===== config.mk =====
export PLATFORM = sky130hd
export DESIGN_NAME = cone_eval_sched
export DESIGN_NICKNAME = d
export VERILOG_FILES = /design/src/rtl/cone_eval_sched.sv
export SDC_FILE = /design/constraint.sdc
export NUM_CORES = 1
export LEC_CHECK = 0
export ABC_CLOCK_PERIOD_IN_PS = 2500
export CORE_MARGIN = 2
export CORE_UTILIZATION = 38
export CTS_CLUSTER_SIZE = 40
export DETAILED_ROUTE_END_ITERATION = 12
export PLACE_DENSITY = 0.82
export REMOVE_ABC_BUFFERS = 1
export SLEW_MARGIN = 10
export SYNTH_ARGS = -nofsm -noshare
export SYNTH_HDL_FRONTEND = slang
export SYNTH_SLANG_ARGS = --single-unit

===== constraint.sdc =====
create_clock -name CK -period 2.5 [get_ports CK]
set_input_delay 0.5 -clock CK [delete_from_list [all_inputs] [get_ports CK]]
set_output_delay 0.5 -clock CK [all_outputs]
set_load 0.1 [all_outputs]

===== src/rtl/cone_eval_sched.sv =====
// cone_eval_sched: round-robin scheduler sharing one multicycle combinational cone among requesters
// Ports:
//   CK, rst_n               clock (rising edge), asynchronous active-low reset
//   req_valid/req_ready     per-requester handshake; req_ready is one-hot or zero, only in IDLE
//   req_vec                 packed request vectors, requester i at [i*VEC_W +: VEC_W]
//   cone_in/cone_out        registered drive to the shared cone and its 1-bit result
//   resp_valid/resp_ready   result handshake, tagged with resp_id, value resp_bit
//   busy                    high whenever a request is in flight
// Optional macro CONE_SCHED_STATS_EN adds stat_clr, stat_evals and stat_ones saturating counters.
module cone_eval_sched #(
  parameter int NREQ = 4,
  parameter int VEC_W = 35,
  parameter int SETTLE_CYC = 2,
  parameter int CNT_W = 16,
  localparam int IDW = $clog2(NREQ)
) (
  input  logic                  CK,
  input  logic                  rst_n,
  input  logic [NREQ-1:0]       req_valid,
  output logic [NREQ-1:0]       req_ready,
  input  logic [NREQ*VEC_W-1:0] req_vec,
  output logic [VEC_W-1:0]      cone_in,
  input  logic                  cone_out,
  output logic                  resp_valid,
  input  logic                  resp_ready,
  output logic [IDW-1:0]        resp_id,
  output logic                  resp_bit,
`ifdef CONE_SCHED_STATS_EN
  input  logic                  stat_clr,
  output logic [CNT_W-1:0]      stat_evals,
  output logic [CNT_W-1:0]      stat_ones,
`endif
  output logic                  busy
);
  localparam int CW = 4;
  if (SETTLE_CYC < 1 || SETTLE_CYC > 15) begin : g_bad_settle
    $error("cone_eval_sched: SETTLE_CYC must be 1..15");
  end
  if (NREQ < 2 || NREQ > 16) begin : g_bad_nreq
    $error("cone_eval_sched: NREQ must be 2..16");
  end
  if (CNT_W < 1) begin : g_bad_cnt
    $error("cone_eval_sched: CNT_W must be positive");
  end
  typedef enum logic [1:0] {IDLE, SETTLE, RESP} state_t;
  state_t state;
  logic [IDW-1:0] rr_ptr, gnt, gnt_hi, gnt_lo;
  logic hit_hi, hit_lo;
  logic [CW-1:0] cnt;
  logic [VEC_W-1:0] vec_arr [NREQ];
  for (genvar g = 0; g < NREQ; g++) begin : g_vec
    assign vec_arr[g] = req_vec[g*VEC_W +: VEC_W];
  end
  // Round-robin search split in two: the lowest valid index at or above rr_ptr wins,
  // otherwise the search has wrapped and the lowest valid index overall wins.
  always_comb begin
    gnt_hi = '0;
    gnt_lo = '0;
    hit_hi = 1'b0;
    hit_lo = 1'b0;
    for (int i = NREQ-1; i >= 0; i--) begin
      if (req_valid[i]) begin
        gnt_lo = IDW'(i);
        hit_lo = 1'b1;
        if (IDW'(i) >= rr_ptr) begin
          gnt_hi = IDW'(i);
          hit_hi = 1'b1;
        end
      end
    end
  end
  assign gnt = hit_hi ? gnt_hi : gnt_lo;
  assign req_ready = (state == IDLE && hit_lo) ? NREQ'(1) << gnt : '0;
  assign busy = state != IDLE;
  always_ff @(posedge CK or negedge rst_n) begin
    if (!rst_n) begin
      state <= IDLE;
      cone_in <= '0;
      resp_valid <= 1'b0;
      resp_id <= '0;
      resp_bit <= 1'b0;
      rr_ptr <= '0;
      cnt <= '0;
    end else begin
      case (state)
        IDLE:
          if (hit_lo) begin
            cone_in <= vec_arr[gnt];
            resp_id <= gnt;
            cnt <= CW'(SETTLE_CYC - 1);
            state <= SETTLE;
          end
        SETTLE:
          if (cnt == '0) begin
            resp_bit <= cone_out;
            resp_valid <= 1'b1;
            state <= RESP;
          end else begin
            cnt <= cnt - 1'b1;
          end
        RESP:
          if (resp_ready) begin
            resp_valid <= 1'b0;
            rr_ptr <= (resp_id == IDW'(NREQ-1)) ? '0 : resp_id + 1'b1;
            state <= IDLE;
          end
        default: state <= IDLE;
      endcase
    end
  end
`ifdef CONE_SCHED_STATS_EN
  logic hs;
  assign hs = state == RESP && resp_ready;
  always_ff @(posedge CK or negedge rst_n) begin
    if (!rst_n) begin
      stat_evals <= '0;
      stat_ones <= '0;
    end else if (stat_clr) begin
      stat_evals <= '0;
      stat_ones <= '0;
    end else if (hs) begin
      stat_evals <= &stat_evals ? stat_evals : stat_evals + 1'b1;
      stat_ones <= (resp_bit && !(&stat_ones)) ? stat_ones + 1'b1 : stat_ones;
    end
  end
`endif
endmodule


Word level (Yosys, flattened, before mapping)
Cells that the tools add are included.

word-level totals
  output and inout port bits = 44
  input bits = 148
  logic and storage cells = 75
  register bits = 47

cells by class
  order comparisons = 5
  muxes and demuxes = 40
  equality and inequality tests = 7
  shift operators = 1
  bitwise logic cells = 1
  add/sub/neg operators = 2
  reductions and logical operators = 12

operators by type and width
  cell                                                               count
  binary-select mux 35 bit (select 2 bit)                            1
  2-to-1 mux 35 bit                                                  2
  2-to-1 mux 2 bit                                                   17
  2-to-1 mux 1 bit                                                   14
  2-to-1 mux 4 bit                                                   3
  AND reduction 3 bit                                                3
  != test 2 bit (second input constant)                              4
  case mux 4 bit (2 select lines)                                    1
  case mux 2 bit (3 select lines)                                    1
  AND reduction 2 bit                                                3
  nonzero test 2 bit                                                 3
  equality test 2 bit (second input constant)                        2
  greater-or-equal comparator 1 x 2 -> 1 bit (first input constant)  2
  greater-or-equal comparator 2 bit (first input constant)           2
  zero test 4 bit                                                    1
  << shifter 1 x 2 -> 4 bit (first input constant)                   1
  subtractor 4 x 1 -> 4 bit (second input constant)                  1
  greater-or-equal comparator 3 bit (second input constant)          1
  NOT 2 -> 3 bit                                                     1
  adder 2 x 1 -> 2 bit (second input constant)                       1
  equality test 2 x 1 -> 1 bit (second input constant)               1
  zero test 2 bit                                                    1
  case mux 1 bit (2 select lines)                                    1
  logical AND 1 bit                                                  1

Longest topological paths before layout
Gate-level depths: netlist (run 1).

  depth in word-level cells = 14
  mapped depth = 8
  gate-level depth less buffers = 7

Least setup slack after synthesis (run 1)
No wires, ideal clock.

  path kind = reg-to-output
  start point = reg state[1]
  end point = out req_ready[0]
  data arrival time = 3.887 ns
  path buffers = 2
  setup slack = -1.887 ns
  required time = 2.000 ns
  stages on the path, launching flop included = 6
  cell sequence = dfrtp_1 > or2_1 > or2_2 > buf_2 > buf_2 > nor3_1

on the way
  cells in the longest elaborated chain, start to end = 3

RTL lines
  item                    line  RTL
  start, declared         46    state_t state;
  start signal, assigned  77    state <= IDLE;
  start signal, assigned  91    state <= SETTLE;
  start signal, assigned  97    state <= RESP;
  zero test 2 bit         73    assign req_ready = (state == IDLE && hit_lo) ? NREQ'(1) << gnt : '0;
  logical AND 1 bit       73
  2-to-1 mux 4 bit        73
  end, declared           20    output logic [NREQ-1:0] req_ready,

No other way between the ends.

Final worst setup path (run 1)
Ends and elaborated chain as after synthesis.

==> results of run 1 <==
==> flip-flops by register name, summed over array words and instances (netlist names) <==
signal / count
resp_bit: 1
rr_ptr: 2
state: 2
cnt: 4
resp_valid: 1
cone_in: 35
resp_id: 2
==> routing by layer <==
layer,vias to the layer above,routed length (microns)
li1,1546,-
met1,1571,4060
met2,119,5450
met3,11,571
met4,0,125
met5,-,0
==> power by group through the flow <==
stage	clock (mW)	sequential [mW]	combinational [mW]
finish	0.464	1.39	5.37
global placement	0	1.38	5.29
CTS	0.482	1.39	5.37
global route	0.500	1.43	5.62
detailed placement	0	1.39	5.37
floorplan	0	3.53	1.69
==> cells in the final DEF, fill, tap and decap left out, types with 2 or more instances in the layout <==
cell	n
clkdlybuf4s50_1	142
buf_4	62
dfrtp_1	46
nor2_1	27
a211oi_1	25
and3_1	22
mux2i_1	21
a21oi_1	17
a211oi_2	17
o21ai_0	16
nand3_1	14
a221o_1	14
mux2_4	12
nand2_1	9
buf_12	6
clkbuf_8	5
inv_1	4
dlygate4sd2_1	4
nor3_1	3
nor3b_1	2
nor2_4	2
nand2b_1	2
nand3b_1	2
o31ai_1	2
xor2_1	2
mux2_1	2
mux2_2	2
ha_1	2
clkinvlp_4	2
==> cell type report <==
type | count | share of cell area [%]
clock buffer | 5 | 1.31
clock inverter | 3 | 0.382
inverter | 4 | 0.287
multi-input combinational | 228 | 34.0
sequential | 47 | 22.5
tap | 105 | 2.51
timing repair buffer | 215 | 39.1
==> worst min path at each step <==
stage                           start                       to  slack [ns]  depth (start not counted)
2_1_floorplan                   rst_n       cnt[0]$_DFFE_PN0P_        0.20                          0
3_3_place_gp   resp_valid$_DFFE_PN0P_   resp_valid$_DFFE_PN0P_        0.48                          2
3_5_place_dp   resp_valid$_DFFE_PN0P_   resp_valid$_DFFE_PN0P_        0.49                          2
4_1_cts                         rst_n  cone_in[10]$_DFFE_PN0P_        0.30                          2
5_1_grt                         rst_n  cone_in[10]$_DFFE_PN0P_        0.32                          2
6_report                        rst_n  cone_in[30]$_DFFE_PN0P_        0.28                          2
==> critical path, delay by kind of cell (launching register included) <==
kind | cells | cell delay (ns)
buffers and inverters | 2 | 0.31
flip-flops | 1 | 0.43
AND/OR/NAND/NOR | 3 | 0.85
==> cell families (layout without fill, tap and decap cells) <==
kind of cell,count (synthesis),after routing
AOI/OAI and AO/OA,97,97
and+or+nand+nor,89,89
DFF,47,47
muxes,38,38
buffers and inverters,30,227
adders and majority gates,2,2
xor gates and xnor gates,2,2
==> timing repair <==
action / CTS / global route
endpoints found under the setup margin: 4 / 2
setup buffers: 0 / 1
pin swaps: 0 / 0
resized for setup: 6 / 2
==> metrics by stage <==
step           setup slack, ns  utilization (%)   TNS, ns
2_1_floorplan            -1.90                -    -20.48
3_3_place_gp            -0.113             63.5    -0.289
3_5_place_dp            -0.142             63.5     -1.64
4_1_cts                 0.0498             64.6         0
5_1_grt               -0.00526             64.7  -0.00526
6_report                0.0976             64.7         0
==> impl_metrics.csv, run 1 <==
group,metric,value,unit
power,p_leak,2.25,nW
yosys,synth_compound_area_share,25.2,%
sta,min_period,2.40,ns
critical_path,path_max_fanout,5,
sta,whs,0.275,ns
global_routing,gr-usage-met2,42.1,%
cts,post_cts_hold_buffer_count,0,
yosys,yosys_warnings,0,
critical_path,cp.required,2.00,ns
global_routing,grt_pass1_vias,3369,
routing,via_per_inst,5.35,
finish,fill_cells,670,
yosys,netlist.area_leader.share,37.7,%
routing,drtIter0Drc,85,
finish,nets,651,
placed_design,dp_hpwl,7650,microns
routing,dr.pass1.iters,4,
floorplanning,ios,192,
yosys,yosysSeqAreaShare,37.7,%
finish,instances_no_fill,607,
finish,design_area,0.00524,sq mm
power,pwr-share-clk,6.4,%
power,seqPwrFrac,19.2,%
routing,routed_wirelength,10200,microns
power,p_int,2.94,mW
critical_path,crit_slowest_cell,"dfrtp_1",
routing,num_vias,3247,
placed_design,io_buffers,191,
yosys,muxShareOfSynthArea,14.7,%
critical_path,r2r_cells,6,
sta,setup_viol,0,
critical_path,crit_path_max_incr_delay,0.43,ns
sta,rsz0062_at_grt,"true",
power,combPwrFrac,74.4,%
placed_design,place_area,0.00514,sq mm
critical_path,start_kind,"flop",
critical_path,r2r-start,"state[1]$_DFFE_PN0P_",
floorplanning,dieHeight,94.6,microns
power,vdd_drop_max,750,uV
floorplanning,rows,33,
global_routing,grt.total_usage,22.8,%
cts,h-tree-depth,2,
global_routing,grt_max_degree,48,
floorplanning,die-area,0.00895,sq mm
critical_path,path_cells,"or2_4 > or2_2 > nor3_1 > buf_4 > buf_12",
job,maxCapViolCount,0,
global_routing,grt-busiest-layer,"met2",
finish,regArea,0.00118,sq mm
power,swShare,59.3,%
yosys,synth.cell_area,0.00312,sq mm
critical_path,arrival,1.90,ns
critical_path,rr_endpoint,"cone_in[21]$_DFFE_PN0P_",
finish,multi_input_area,0.00178,sq mm
yosys,postSynthCellCount,305,
yosys,synth_top_family_by_area,"compound AO/OA/AOI/OAI gates",
cts,cts_buffer_depth,2,
routing,routedWlPerCell,16.8,microns
cts,cts_made_buffers,5,
sta,hold_violations,0,
outcome,status,"complete, no violations",
cts,cts_sinks,47,
yosys,synth_xor_xnor_area_share,0.562,%
yosys,yosysTopAreaCell,"dfrtp_1",
finish,area_delta_synth_final,68.0,%
yosys,ys_seq_elements,47,
cts,ctsRootBufferMaster,"clkbuf_8",
yosys,synthAdderAreaFrac,0.802,%
critical_path,criticalPathCategory,"flop to output pin",
cts,clk-insertion-delay-late,0.30,ns
routing,drc,0,
critical_path,cp-end-kind,"output pin",
sta,relSlewSlack,60.1,%
floorplanning,coreArea,0.00809,sq mm
cts,clkTransAtPathRegs,0.10,ns
yosys,synth_commonest_cells,"dfrtp_1, nor2_1, a211oi_1",
power,power_switching,4.28,mW
power,total_power,7.22,mW
critical_path,crit_path_end,"req_ready[0]",
global_routing,grt_pass1_wl,16000,microns
finish,diodes,0,
sta,fmax,416,MHz
critical_path,rrSetupSlack,0.47,ns
yosys,yosysUniqueCellTypes,42,
yosys,syn_area_per_cell,10.2,sq um
floorplanning,initial_utilization,38.5,%
min_path,min_path_type,"input port to asynchronous set/reset pin",
finish,layout-drive-gt1-share,24.1,%
global_routing,met3_usage,4.15,%
sta,slew_viol_final,0,
cts,cts_tree,"yes",
global_routing,globalRouteMet1Util,26.9,%
routing,ant_nets,0,
sta,finalCritPeriodShare,96.1,%
placed_design,dp_cells,598,
critical_path,cp-startpoint,"state[1]$_DFFE_PN0P_",
yosys,synth_area_leaders,"dfrtp_1, a211oi_2, mux2i_1",
floorplanning,die_w,94.6,microns
global_routing,grt_antenna_before_repair,0,
sta,skew,0.0113,ns
placed_design,routabilityCongestion,0.831,
yosys,synthSimpleGateAreaFrac,15.0,%
global_routing,grt_overflow_total,0,
yosys,async_flop_share,100,%
yosys,yosysMostFrequentCell,"dfrtp_1",
yosys,synth_edf_count,0,
power,p_per_area,1380,mW/mm^2
sta,worstMarginPinSlew,0.598,ns
yosys,synth-main-ff-cell,"dfrtp_1",
(Power assumes the default switching activity.)
==> run 2, diff against run 1 <==
CAP_MARGIN = 20   (was unset)
GPL_ROUTABILITY_DRIVEN = 0   (was unset)
==> results of run 2 <==
No change in the layout: final DEF, timing and power equal those of run 1.
==> run 3, diff against run 2 <==
MAX_ROUTING_LAYER = met4   (was unset)
==> run 3 against run 2 <==
Compared with the run above:
- cell count stayed put
- clock skew is 0.00076 ns higher
- register-to-register slack hardly changed
- worst setup slack hardly changed
- sequential power hardly changed
- total power hardly changed
- global-route usage is 0.67 points higher
- critical endpoint unchanged
- largest power group unchanged
==> impl_metrics.csv, run 3 (synthesis gave the netlist of run 1 again) <==
group,metric,value,unit
finish,final_common_cell,"clkdlybuf4s50_1",
routing,via_per_inst,5.37,
floorplanning,die_w,94.6,microns
critical_path,start_kind,"flop",
floorplanning,die-area,0.00895,sq mm
floorplanning,dieHeight,94.6,microns
critical_path,crit_path_max_incr_delay,0.43,ns
sta,min_period,2.40,ns
finish,final_core_util,64.7,%
cts,h-tree-depth,2,
cts,clk-insertion-delay-late,0.30,ns
sta,slew_viol_final,0,
min_path,min_path_type,"input port to asynchronous set/reset pin",
global_routing,grt_overflow_total,0,
finish,nets,651,
finish,fill_cells,670,
finish,largest_register,"cone_in",
global_routing,grt_pass1_vias,3379,
routing,drtIter0Drc,90,
finish,reg_top3,"cone_in x35, cnt x4",
outcome,status,"complete, no violations",
floorplanning,coreArea,0.00809,sq mm
sta,fmax,416,MHz
critical_path,crit_slowest_cell,"dfrtp_1",
global_routing,grt_max_degree,48,
sta,relSlewSlack,60.0,%
finish,layout-drive-gt1-share,24.1,%
job,maxCapViolCount,0,
sta,hold_violations,0,
critical_path,cp-end-kind,"output pin",
sta,skew,0.0121,ns
routing,num_vias,3260,
floorplanning,rows,33,
cts,post_cts_hold_buffer_count,0,
routing,drc,0,
power,p_leak,2.25,nW
power,p_per_area,1380,mW/mm^2
routing,dr.pass1.iters,4,
sta,setup_viol,0,
power,vdd_drop_max,750,uV
sta,rsz0062_at_grt,"true",
critical_path,path_cells,"or2_4 > or2_2 > nor3_1 > buf_4 > buf_12",
critical_path,criticalPathCategory,"flop to output pin",
finish,diodes,0,
cts,cts_sinks,47,
routing,ant_nets,0,
placed_design,io_buffers,191,
finish,largest_reg_flops,35,
critical_path,path_max_fanout,5,
sta,finalCritPeriodShare,96.1,%
critical_path,arrival,1.90,ns
finish,final_cell_mix,"clkdlybuf4s50_1, buf_4, dfrtp_1",
cts,cts_made_buffers,5,
finish,instances_no_fill,607,
cts,ctsRootBufferMaster,"clkbuf_8",
cts,cts_tree,"yes",
cts,cts_buffer_depth,2,
sta,worstMarginPinSlew,0.600,ns
routing,routed_wirelength,10200,microns
routing,routedWlPerCell,16.8,microns
global_routing,grt_pass1_wl,16000,microns
global_routing,grt_antenna_before_repair,0,
floorplanning,initial_utilization,38.5,%
finish,area_delta_synth_final,68.0,%
floorplanning,ios,192,
critical_path,cp.required,2.00,ns
placed_design,dp_hpwl,7650,microns
placed_design,dp_cells,598,
cts,clkTransAtPathRegs,0.10,ns
global_routing,grt.total_usage,23.5,%
run 3: path summary, 6_finish.rpt:
kind	start	endpoint	slack, ns	cells after the start
hold / removal	rst_n	cone_in[10]$_DFFE_PN0P_	0.27	2
setup reg to reg	state[1]$_DFFE_PN0P_	cone_in[21]$_DFFE_PN0P_	0.48	6
max in group asynchronous	rst_n	rr_ptr[1]$_DFFE_PN0P_	1.79	2
hold reg to reg	resp_valid$_DFFE_PN0P_	resp_valid$_DFFE_PN0P_	0.51	2
min in group CK	resp_valid$_DFFE_PN0P_	resp_valid$_DFFE_PN0P_	0.51	2
setup / recovery	state[1]$_DFFE_PN0P_	req_ready[0]	0.1	5
run 3: area by class of cell:
| cell class | count | area (sq um) | area share (%) |
|---|---|---|---|
| Timing Repair Buffer | 215 | 2050 | 39.1 |
| Multi-Input combinational cell | 228 | 1780 | 34.0 |
| Clock buffer | 5 | 68.8 | 1.31 |
| Inverter | 4 | 15.0 | 0.287 |
| Tap cell | 105 | 131 | 2.51 |
| Sequential cell | 47 | 1180 | 22.5 |
| Clock inverter | 3 | 20.0 | 0.382 |
run 3: power breakdown:
| part | leakage, nW | total, mW | switching (mW) | internal [mW] |
|---|---|---|---|---|
| combinational | 1.66 | 5.37 | 3.76 | 1.62 |
| sequential | 0.550 | 1.38 | 0.255 | 1.13 |
| clock | 0.0402 | 0.466 | 0.271 | 0.195 |
run 3: layer usage:
metal / GRT usage, % / vias up / part of all wire, %
met3: 3.43 / 11 / 5.2
met5: - / - / 0
li1: - / 1542 / -
met2: 42.1 / 126 / 53
met1: 27.4 / 1581 / 41
met4: 6.52 / 0 / 1.1
run 3: critical path, delay by kind of cell, from the launching register on:
family	cells	cell delay, ns
simple gates	3	0.85
flops	1	0.43
buf+inv	2	0.31
run 3: per-stage QoR:
| step | instance area [sq um] | hold WS, ns | total power, mW | TNS (ns) | setup WS, ns |
|---|---|---|---|---|---|
| 3_5_place_dp | 5140 | 0.486 | 6.76 | -1.64 | -0.142 |
| 5_1_grt | 5240 | 0.319 | 7.55 | -0.00526 | -0.00526 |
| 6_report | 5240 | 0.274 | 7.23 | 0 | 0.0979 |
| 2_1_floorplan | 2950 | 0.204 | 5.22 | -20.48 | -1.90 |
| 4_1_cts | 5230 | 0.301 | 7.24 | 0 | 0.0498 |
| 3_3_place_gp | 5140 | 0.482 | 6.66 | -0.289 | -0.113 |
run 3: timing repair:
item	in CTS	in global routing
setup endpoints to repair	4	2
buffers inserted	0	1
gates resized for setup	6	2
endpoints found under the hold margin	0	0
